[src/rtl/ram_arbiter_if.sv]
// Requester-side bundle of the two-port RAM arbiter.
// The master modport is the requester side; the slave modport is the arbiter.
interface ram_arbiter_if #(
  parameter int ADDR_W = 6,
  parameter int DATA_W = 8
);
  logic [1:0]        req;
  logic [1:0]        wr;
  logic [ADDR_W-1:0] addr0;
  logic [ADDR_W-1:0] addr1;
  logic [DATA_W-1:0] wdata0;
  logic [DATA_W-1:0] wdata1;
  logic [1:0]        gnt;
  logic [1:0]        done;
  logic [DATA_W-1:0] rdata0;
  logic [DATA_W-1:0] rdata1;
  logic              busy;

  modport master (
    output req, wr, addr0, addr1, wdata0, wdata1,
    input  gnt, done, rdata0, rdata1, busy
  );

  modport slave (
    input  req, wr, addr0, addr1, wdata0, wdata1,
    output gnt, done, rdata0, rdata1, busy
  );
endinterface

[src/rtl/ram_arbiter.sv]
// Round-robin arbiter sharing one synchronous RAM between fetch (0)
// and execute (1) ports; fixed 4-cycle IDLE/ISSUE/WAIT/DONE sequence.
module ram_arbiter #(
  parameter int ADDR_W = 6,
  parameter int DATA_W = 8
) (
  input  logic              clk,
  input  logic              rst_n,
  ram_arbiter_if.slave      bus,
  output logic [DATA_W-1:0] ram_data,
  output logic [ADDR_W-1:0] ram_addr,
  output logic              ram_we,
  input  logic [DATA_W-1:0] ram_x
);

  localparam logic [1:0] S_IDLE  = 2'd0;
  localparam logic [1:0] S_ISSUE = 2'd1;
  localparam logic [1:0] S_WAIT  = 2'd2;
  localparam logic [1:0] S_DONE  = 2'd3;

  logic [1:0]        state_q, state_d;
  logic              last_q, last_d;
  logic              wr_q, wr_d;
  logic [ADDR_W-1:0] addr_q, addr_d;
  logic [DATA_W-1:0] wdata_q, wdata_d;
  logic [DATA_W-1:0] rdata0_q, rdata0_d;
  logic [DATA_W-1:0] rdata1_q, rdata1_d;
  logic              win;
  logic              busy;

  // last_q doubles as the port being served while busy
  always_comb begin
    unique case (1'b1)
      bus.req == 2'b01: win = 1'b0;
      bus.req == 2'b10: win = 1'b1;
      default:          win = ~last_q;
    endcase
  end

  always_comb begin
    state_d  = state_q;
    last_d   = last_q;
    wr_d     = wr_q;
    addr_d   = addr_q;
    wdata_d  = wdata_q;
    rdata0_d = rdata0_q;
    rdata1_d = rdata1_q;
    unique case (state_q)
      S_IDLE: begin
        if (|bus.req) begin
          state_d = S_ISSUE;
          last_d  = win;
          wr_d    = bus.wr[win];
          addr_d  = win ? bus.addr1 : bus.addr0;
          wdata_d = win ? bus.wdata1 : bus.wdata0;
        end
      end
      S_ISSUE: state_d = S_WAIT;
      S_WAIT: begin
        state_d = S_DONE;
        if (!wr_q) begin
          if (last_q) rdata1_d = ram_x;
          else        rdata0_d = ram_x;
        end
      end
      S_DONE: state_d = S_IDLE;
    endcase
  end

  always_ff @(posedge clk) begin
    if (!rst_n) begin
      state_q  <= S_IDLE;
      last_q   <= 1'b1;
      wr_q     <= 1'b0;
      addr_q   <= '0;
      wdata_q  <= '0;
      rdata0_q <= '0;
      rdata1_q <= '0;
    end else begin
      state_q  <= state_d;
      last_q   <= last_d;
      wr_q     <= wr_d;
      addr_q   <= addr_d;
      wdata_q  <= wdata_d;
      rdata0_q <= rdata0_d;
      rdata1_q <= rdata1_d;
    end
  end

  assign busy       = (state_q != S_IDLE);
  assign bus.busy   = busy;
  assign bus.gnt    = (state_q == S_ISSUE) ?
                      (last_q ? 2'b10 : 2'b01) : 2'b00;
  assign bus.done   = (state_q == S_DONE) ?
                      (last_q ? 2'b10 : 2'b01) : 2'b00;
  assign bus.rdata0 = rdata0_q;
  assign bus.rdata1 = rdata1_q;
  assign ram_we     = (state_q == S_ISSUE) && wr_q;
  assign ram_addr   = busy ? addr_q : '0;
  assign ram_data   = busy ? wdata_q : '0;

endmodule

[src/flat_wrapper.sv]
// flat-port wrapper written by rule: the top's interface ports become plain ports
module ram_arbiter_flat 
#(
  parameter int ADDR_W = 6,
  parameter int DATA_W = 8
)
  (clk, rst_n, ram_data, ram_addr, ram_we, ram_x, bus_req, bus_wr, bus_addr0, bus_addr1, bus_wdata0, bus_wdata1, bus_gnt, bus_done, bus_rdata0, bus_rdata1, bus_busy);
  ram_arbiter_if #(.ADDR_W(ADDR_W), .DATA_W(DATA_W)) bus_i ();
  input  logic clk;
  input  logic rst_n;
  output logic [DATA_W-1:0] ram_data;
  output logic [ADDR_W-1:0] ram_addr;
  output logic ram_we;
  input  logic [DATA_W-1:0] ram_x;
  input wire logic [$bits(bus_i.req)-1:0] bus_req;
  input wire logic [$bits(bus_i.wr)-1:0] bus_wr;
  input wire logic [$bits(bus_i.addr0)-1:0] bus_addr0;
  input wire logic [$bits(bus_i.addr1)-1:0] bus_addr1;
  input wire logic [$bits(bus_i.wdata0)-1:0] bus_wdata0;
  input wire logic [$bits(bus_i.wdata1)-1:0] bus_wdata1;
  output wire logic [$bits(bus_i.gnt)-1:0] bus_gnt;
  output wire logic [$bits(bus_i.done)-1:0] bus_done;
  output wire logic [$bits(bus_i.rdata0)-1:0] bus_rdata0;
  output wire logic [$bits(bus_i.rdata1)-1:0] bus_rdata1;
  output wire logic [$bits(bus_i.busy)-1:0] bus_busy;
  assign bus_i.req = bus_req;
  assign bus_i.wr = bus_wr;
  assign bus_i.addr0 = bus_addr0;
  assign bus_i.addr1 = bus_addr1;
  assign bus_i.wdata0 = bus_wdata0;
  assign bus_i.wdata1 = bus_wdata1;
  assign bus_gnt = bus_i.gnt;
  assign bus_done = bus_i.done;
  assign bus_rdata0 = bus_i.rdata0;
  assign bus_rdata1 = bus_i.rdata1;
  assign bus_busy = bus_i.busy;
  ram_arbiter #(.ADDR_W(ADDR_W), .DATA_W(DATA_W)) u_core (.clk(clk), .rst_n(rst_n), .bus(bus_i), .ram_data(ram_data), .ram_addr(ram_addr), .ram_we(ram_we), .ram_x(ram_x));
endmodule
[config.mk]
export PLATFORM = sky130hd
export DESIGN_NAME = ram_arbiter_flat
export DESIGN_NICKNAME = d
export VERILOG_FILES = /design/src/rtl/ram_arbiter_if.sv /design/src/rtl/ram_arbiter.sv /design/src/flat_wrapper.sv
export SDC_FILE = /design/constraint.sdc
export NUM_CORES = 1
export LEC_CHECK = 0
export ABC_AREA = 1
export ABC_CLOCK_PERIOD_IN_PS = 1300
export BUFFER_PORTS_ARGS = -buffer_cell sky130_fd_sc_hd__buf_2
export CORE_MARGIN = 3
export CORE_UTILIZATION = 30
export DETAILED_ROUTE_END_ITERATION = 6
export HOLD_SLACK_MARGIN = 0.05
export PLACE_DENSITY_LB_ADDON = 0.15
export SYNTH_ARGS = -nofsm -noshare
export SYNTH_HDL_FRONTEND = slang
export SYNTH_SLANG_ARGS = --single-unit
[constraint.sdc]
create_clock -name clk -period 1.3 [get_ports clk]
set_clock_uncertainty 0.05 [all_clocks]
set_input_delay 0.26 -clock clk [delete_from_list [all_inputs] [get_ports clk]]
set_output_delay 0.26 -clock clk [all_outputs]
set_load 0.05 [all_outputs]
# --- Yosys cells after proc, flatten, opt, wreduce, memory -nomap -nowiden ---
# Index checks and enable logic that the tools add are counted.
op_classes:
  magnitude_cmp: 1
  eq_ne: 6
  mux: 12
  bitwise: 2
  n_reduce_logical: 7
op_table:
  columns: ["operator", "count"]
  rows:
  - ["two-way mux 8 bit", 2]
  - ["two-way mux 6 bit", 2]
  - ["two-way mux 2 bit", 4]
  - ["one-hot mux 2 bit (4 select lines)", 1]
  - ["equality test 2 bit (second input constant)", 3]
  - ["AND reduction 3 bit", 2]
  - ["equality test 2 x 1 -> 1 bit (second input constant)", 2]
  - ["zero test 2 bit", 1]
  - ["< comparator 1 x 2 -> 1 bit (second input constant)", 1]
  - ["two-way mux 1 bit", 2]
  - ["!= test 2 x 1 -> 1 bit (second input constant)", 1]
  - ["inverter 1 bit", 2]
  - ["one-hot mux 1 bit (2 select lines)", 1]
  - ["AND reduction 2 bit", 1]
  - ["nonzero test 2 bit", 1]
  - ["OR reduction 2 bit", 1]
  - ["logical AND 1 bit", 1]
word_totals:
  regBits: 34
  input_bits: 42
  word_cells: 35

# --- Longest topological paths before layout ---
# Gate-level depths: netlist (run 1).
logic_depth:
  ltp_word: 4
  depth_mapped: 10
  depth_no_buf: 8

# --- Worst setup path before layout (run 1) ---
# Ideal clock, no wire load.
synth_timing:
  path_kind: "reg2out"
  from: "reg u_core.state_q[0]"
  to: "out ram_addr[0]"
  arrival_time_ns: 1.603
  slack_ns: -0.613
  stages_incl_launch_ff: 6
  n_path_buf: 2
  cell_sequence: "dfxtp_1 -> inv_1 -> ha_1 -> buf_6 -> clkbuf_1 -> nor2_1"
synth_via:
  elab_chain_len: 2
synth_lines:
  columns: ["element", "line", "source"]
  rows:
  - ["start: declaration", "ram_arbiter.sv:21", "logic [1:0] state_q, state_d;"]
  - ["start signal: assignment", "ram_arbiter.sv:80", "state_q <= state_d;"]
  - ["nonzero test 2 bit", "ram_arbiter.sv:90", "assign busy = (state_q != S_IDLE);"]
  - ["two-way mux 6 bit", "ram_arbiter.sv:99", "assign ram_addr = busy ? addr_q : '0;"]
  - ["end: declaration", "flat_wrapper.sv:12", "output logic [ADDR_W-1:0] ram_addr;"]
# No other way between the ends.

# --- Final worst setup path (run 1) ---
layout_timing:
  from: "reg u_core.state_q[0]"
  to: "out ram_data[4]"
layout_via:
  elab_chain_len: 2
layout_lines:
  columns: ["element", "line", "source"]
  rows:
  - ["nonzero test 2 bit", "ram_arbiter.sv:90", null]
  - ["two-way mux 8 bit", "ram_arbiter.sv:100", "assign ram_data = busy ? wdata_q : '0;"]
  - ["end: declaration", "flat_wrapper.sv:11", "output logic [DATA_W-1:0] ram_data;"]
# No other way between the ends.

==> results of run 1 <==
[per-layer routing]
metal / vias up / GRT usage [%] / wire length [µm]
li1: 1010 / - / -
met1: 839 / 20.6 / 2310
met2: 69 / 24.0 / 2360
met3: 6 / 4.56 / 387
met4: 0 / 4.90 / 66
met5: - / 0 / 0
[repair_timing]
| action | CTS | global route |
|---|---|---|
| setup endpoints to repair | 43 | 50 |
| buffers inserted | 4 | 2 |
| pin swaps | 18 | 2 |
| gates resized for setup | 81 | 32 |
| hold endpoints to repair | 0 | 0 |
| cloned | 1 | 0 |
[Yosys cell counts, types with 2 or more instances]
master / count
inv_1: 51
nand3_1: 48
dfxtp_1: 34
nor2_1: 32
nand2_1: 25
o21ai_0: 18
a21oi_1: 15
a21oi_2: 10
ha_1: 7
buf_2: 5
buf_6: 3
clkbuf_1: 2
inv_4: 2
[report_power, final]
group | total, µW | internal [µW] | switching (µW)
Combinational | 4750 | 1960 | 2800
Clock | 1230 | 818 | 411
Sequential | 1460 | 1350 | 117
Total | 7450 | 4120 | 3330
[logic make-up (layout without fill, tap and decap cells)]
kind of cell,Yosys count,in the layout
simple gates,107,107
buf+inv,65,167
flops,34,34
fa+ha+maj,7,7
compound gates,44,44
[layout make-up]
cell class | instances | area share [%]
inverter | 54 | 7.03
multi-input combinational | 158 | 35.4
sequential | 34 | 21.8
tap | 72 | 2.88
clock buffer | 6 | 2.64
timing repair buffer | 105 | 28.3
clock inverter | 2 | 1.92
[registers in the layout (all words and copies together), names as in the netlist]
signal / flops
u_core.wdata_q: 8
u_core.state_q: 2
u_core.bus.rdata0: 8
u_core.bus.rdata1: 8
u_core.last_q: 1
u_core.addr_q: 6
u_core.wr_q: 1
[worst reg2reg max path: stages, from the launching register on]
cell and delay (ns):
dfxtp_2 0.33, inv_2 0.07, ha_4 0.23, buf_4 0.16, inv_6 0.04, nor2_8 0.15, buf_12 0.14, inv_12 0.05
a21oi_2 0.13, nand2_1 0.06, inv_1 0.05
[per-stage QoR]
step	cells	hold WS, ns	utilization (%)	total power, µW
2_1_floorplan	257	0.341	-	4210
3_3_place_gp	416	0.380	45.1	5150
3_5_place_dp	416	0.383	45.1	5160
4_1_cts	429	0.172	53.9	7300
5_1_grt	431	0.192	55.5	7890
6_report	431	0.177	55.5	7450
[path summary, 6_finish.rpt]
kind / start / end / slack (ns) / depth (start not counted)
max: u_core.state_q[0] / ram_data[4] / -0.30 / 5
min: ram_x[1] / u_core.bus.rdata0[1] / 0.18 / 3
max reg2reg: u_core.state_q[0] / u_core.wdata_q[0] / -0.23 / 10
min reg2reg: u_core.bus.rdata1[2] / u_core.bus.rdata1[2] / 0.39 / 2
==> impl_metrics.toml, run 1 <==
[synth]
synth_fa_ha_area_share_pct = 4.90
synthCells = 257
synth.top_cells.by_area = "dfxtp_1 (38%), nand3_1 (13%), inv_1 (11%), nor2_1 (6.7%), nand2_1 (5.2%)"
ys_ff_latch = 34
synthArstFlopShare_pct = 0
ys.flop_type = "dfxtp_1"
synth_area_leader_cell = "dfxtp_1"
synth_top_area_share_pct = 38.0
synth_xor_area_share_pct = 0
synth_edf_count = 0
syn-num-nets = 306
synth_cell_types = 18
synthMuxAreaShare_pct = 0
ys_warn_count = 0
syn-mean-instance-area_um2 = 6.96
ys_seq_area_share_pct = 38.0
synth_top_family_by_area = "simple AND/OR/NAND/NOR gates"
synth_area_um2 = 1790
synthSimpleGateAreaFrac_pct = 26.9
synth_compound_area_share_pct = 14.5

[timing]
fmax_mhz = 627
slew_violations = 0
worst_slack_ns = -0.296
rsz0062_at_grt = "yes"
worst_pin_slew_ns = 0.296
fin_setup_tns_ns = -8.41
layout_min_cycle_time_ns = 1.60
setup_viol = 36
slew_headroom_pct = 80.2
fin_crit_sh_pct = 123
hold_viol = 0

[clocking]
cts-root-buf = "clkbuf_8"
clk_pin_slew_ns = 0.08
cts_tree = "done"
htreeDepth = 2
cts_hold_buffers = 0
cts_buffers = 5
cts.sinks = 34
clockBufferDepth = 2
clock_latency_ns = 0.29

[die]
coreArea_um2 = 5640
dieHeight_um = 83.2
initial_core_util_pct = 31.7
die_w_um = 83.2
ios = 78
dieArea_um2 = 6930
row_count = 27

[setup_path]
path_max_fanout = 7
path_cells = "inv_2 -> ha_4 -> buf_12 -> nor2_4 -> buf_8"
worst-path-buf-inv = 3
cpMaxStageDelayCell = "dfxtp_2"
crit_type = "register to output pin"
cp.required_ns = 0.99
cp_data_arrival_time_ns = 1.29
crit_path_end_kind = "output pin"
critPathLaunchType = "register"
critPathMaxStageDelay_ns = 0.34
cp_top_family = "buffers and inverters"

[layout]
regArea_um2 = 683
multi_input_area_um2 = 1110
areaGrowthSynthToFinish_pct = 75.0
diodes = 0
mostFrequentLayoutCells = "buf_2 (57), inv_1 (44), nand3_1 (37)"
final_nets = 407
design_area_um2 = 3130
nFillCells = 526
drive_gt1_share_pct = 51.0
final_common_cell = "buf_2"

[grt]
grtUsageTotal_pct = 15.5
grt_max_degree = 18
grt_pass1_wl_um = 8870
antenna_found_initial = 0
first_global_vias = 1903
overflow = 0

[place]
gp_congestion = 0.831
dp_slack_ns = -0.204
port_buffers = 77
dp_hpwl_um = 3660
placed_area_um2 = 2550

[drt]
vias_per_cell = 4.46
drt-initial-drc-count = 80
drc_errors = 0
vias = 1924
wirelength_um = 5130
wl_per_cell_um = 11.9
first_pass_iters = 4
ant_nets = 0

[status]
outcome = "finished with violations"
failed_checks = "negative setup slack"

[worst_hold_path]
hp-class = "primary input to register"

[power_and_ir_drop]
power_density_nw_per_um2 = 2380
peakVddDrop_uv = 986
p_leak_uw = 0.00151

[run]
maxCapViolCount = 0
Note: power is estimated with default switching activity, not from simulation.
==> inputs of run 2 (changes only) <==
- CORE_UTILIZATION: 30 -> 35
==> run 2 against run 1 <==
The run still ends with negative setup slack left; die area is 13% lower; setup slack lost 0.0076 ns; combinational power decreased by 9.3%; sequential share of layout area rose by 1.9 points; final area is 8.0% lower; clock-buffer cell count shrank 1; highest routed layer unchanged.
==> impl_metrics.toml, run 2 (same netlist as run 1, synthesis figures left out) <==
[clocking]
clockBufferDepth = 2
cts.sinks = 34
cts-root-buf = "clkbuf_8"
cts_tree = "done"
cts_buffers = 5
clk_pin_slew_ns = 0.07
clock_latency_ns = 0.29
htreeDepth = 2

[drt]
vias = 1932
drt-initial-drc-count = 48
drc_errors = 0
first_pass_iters = 4
wl_per_cell_um = 12.0
vias_per_cell = 4.52
wirelength_um = 5120
ant_nets = 0

[grt]
grt_max_degree = 18
overflow = 0
grt_pass1_wl_um = 8340
antenna_found_initial = 0
grtUsageTotal_pct = 17.4
first_global_vias = 1788

[setup_path]
critPathLaunchType = "register"
r2r_slack_ns = -0.24
rr_worst_depth = 10
cp.required_ns = 0.99
crit_type = "register to output pin"
path_max_fanout = 8
timing.rr.start = "u_core.state_q[1]"
cp_data_arrival_time_ns = 1.29
crit_path_end_kind = "output pin"
r2r-end = "u_core.wdata_q[5]"

[timing]
hold_viol = 0
slew_headroom_pct = 70.0
fmax_mhz = 624
setup_viol = 48
worst_slack_ns = -0.303
slew_violations = 0
worst_pin_slew_ns = 0.449
layout_min_cycle_time_ns = 1.60
rsz0062_at_grt = "yes"
fin_crit_sh_pct = 123
fin_setup_tns_ns = -9.42

[power_and_ir_drop]
seqPwrFrac_pct = 22.4
swShare_pct = 48.1
internal_power_uw = 3380
power.share.combinational_pct = 66.3
power_frac_clock_pct = 11.3
power_switching_uw = 3130
p_leak_uw = 0.00143
power_density_nw_per_um2 = 2260
peakVddDrop_uv = 996

[worst_hold_path]
hold_start = "ram_x[2]"
whs_path_depth = 3
holdPathEnd = "u_core.bus.rdata0[2]"
hp-class = "primary input to register"

[layout]
utilization_pct = 59.8
layout.cells.non_filler = 427
diodes = 0
final_nets = 409
mostFrequentLayoutCells = "buf_2 (57), inv_1 (47), nand3_1 (47)"
areaGrowthSynthToFinish_pct = 61.1
final_common_cell = "buf_2"
drive_gt1_share_pct = 45.0

[run]
maxCapViolCount = 0

[place]
dp.cells = 416
dp_hpwl_um = 3710
dp_slack_ns = -0.178
port_buffers = 77
gp_congestion = 0.776

[die]
dieHeight_um = 77.5
row_count = 25
coreArea_um2 = 4820
ios = 78
dieArea_um2 = 6010
die_w_um = 77.5
initial_core_util_pct = 37.1

[status]
outcome = "finished with violations"
failed_checks = "negative setup slack"
-- run 2: cell count changes in the layout (fill, tap and decap cells not counted), sizes merged --
cell / change
buf: +2
bufinv: -2
clkbuf: -1
clkinv: +2
-- run 2: worst max-delay path by stage --
| stage | from | endpoint | slack, ns |
|---|---|---|---|
| 6_report | u_core.state_q[1] | ram_addr[2] | -0.30 |
| 5_1_grt | u_core.state_q[1] | ram_data[0] | -0.36 |
| 4_1_cts | u_core.state_q[1] | ram_data[0] | -0.31 |
| 3_5_place_dp | bus_req[0] | u_core.wdata_q[7] | -0.18 |
| 3_3_place_gp | bus_req[0] | u_core.wdata_q[2] | -0.16 |
| 2_1_floorplan | u_core.state_q[0] | ram_addr[0] | -0.13 |
-- run 2: layout make-up --
| class | count | area [µm²] |
|---|---|---|
| Fill cell | 494 | 1930 |
| Inverter | 54 | 220 |
| Clock inverter | 2 | 10.0 |
| Multi-Input combinational cell | 158 | 1010 |
| Tap cell | 67 | 83.8 |
| Sequential cell | 34 | 683 |
| Timing Repair Buffer | 107 | 803 |
| Clock buffer | 5 | 68.8 |
-- run 2: per-layer routing --
metal	routed length [µm]	vias up	part of all wire [%]	GRT usage, %
met4	71	0	1.4	6.41
met3	334	8	6.5	4.41
met5	0	-	0	0
li1	-	1014	-	-
met1	2180	845	43	21.3
met2	2530	65	49	29.3
-- run 2: worst max-delay path, stage by stage (launching register included) --
cell     delay (ns)
dfxtp_2        0.35
inv_2          0.05
ha_4           0.19
buf_12         0.16
nor2_4         0.10
buf_6          0.16
-- run 2: power groups by stage --
stage | sequential (µW) | clock (µW) | combinational (µW)
finish | 1460 | 735 | 4310
global route | 1490 | 799 | 4640
CTS | 1460 | 766 | 4180
detailed placement | 1490 | 0 | 3620
global placement | 1480 | 0 | 3590
floorplan | 1810 | 0 | 2390
-- run 2: through the flow --
| step | hold WS, ns | total power (µW) | area (µm²) |
|---|---|---|---|
| 2_1_floorplan | 0.341 | 4210 | 1940 |
| 3_3_place_gp | 0.377 | 5070 | 2530 |
| 3_5_place_dp | 0.381 | 5100 | 2530 |
| 4_1_cts | 0.180 | 6410 | 2820 |
| 5_1_grt | 0.184 | 6930 | 2880 |
| 6_report | 0.175 | 6510 | 2880 |
-- run 2: what timing repair did --
item | in CTS | in global routing
setup buffers | 2 | 2
gates resized for setup | 56 | 23
pin swaps | 5 | 1
setup endpoints to repair | 44 | 49
hold buffers | 0 | 0
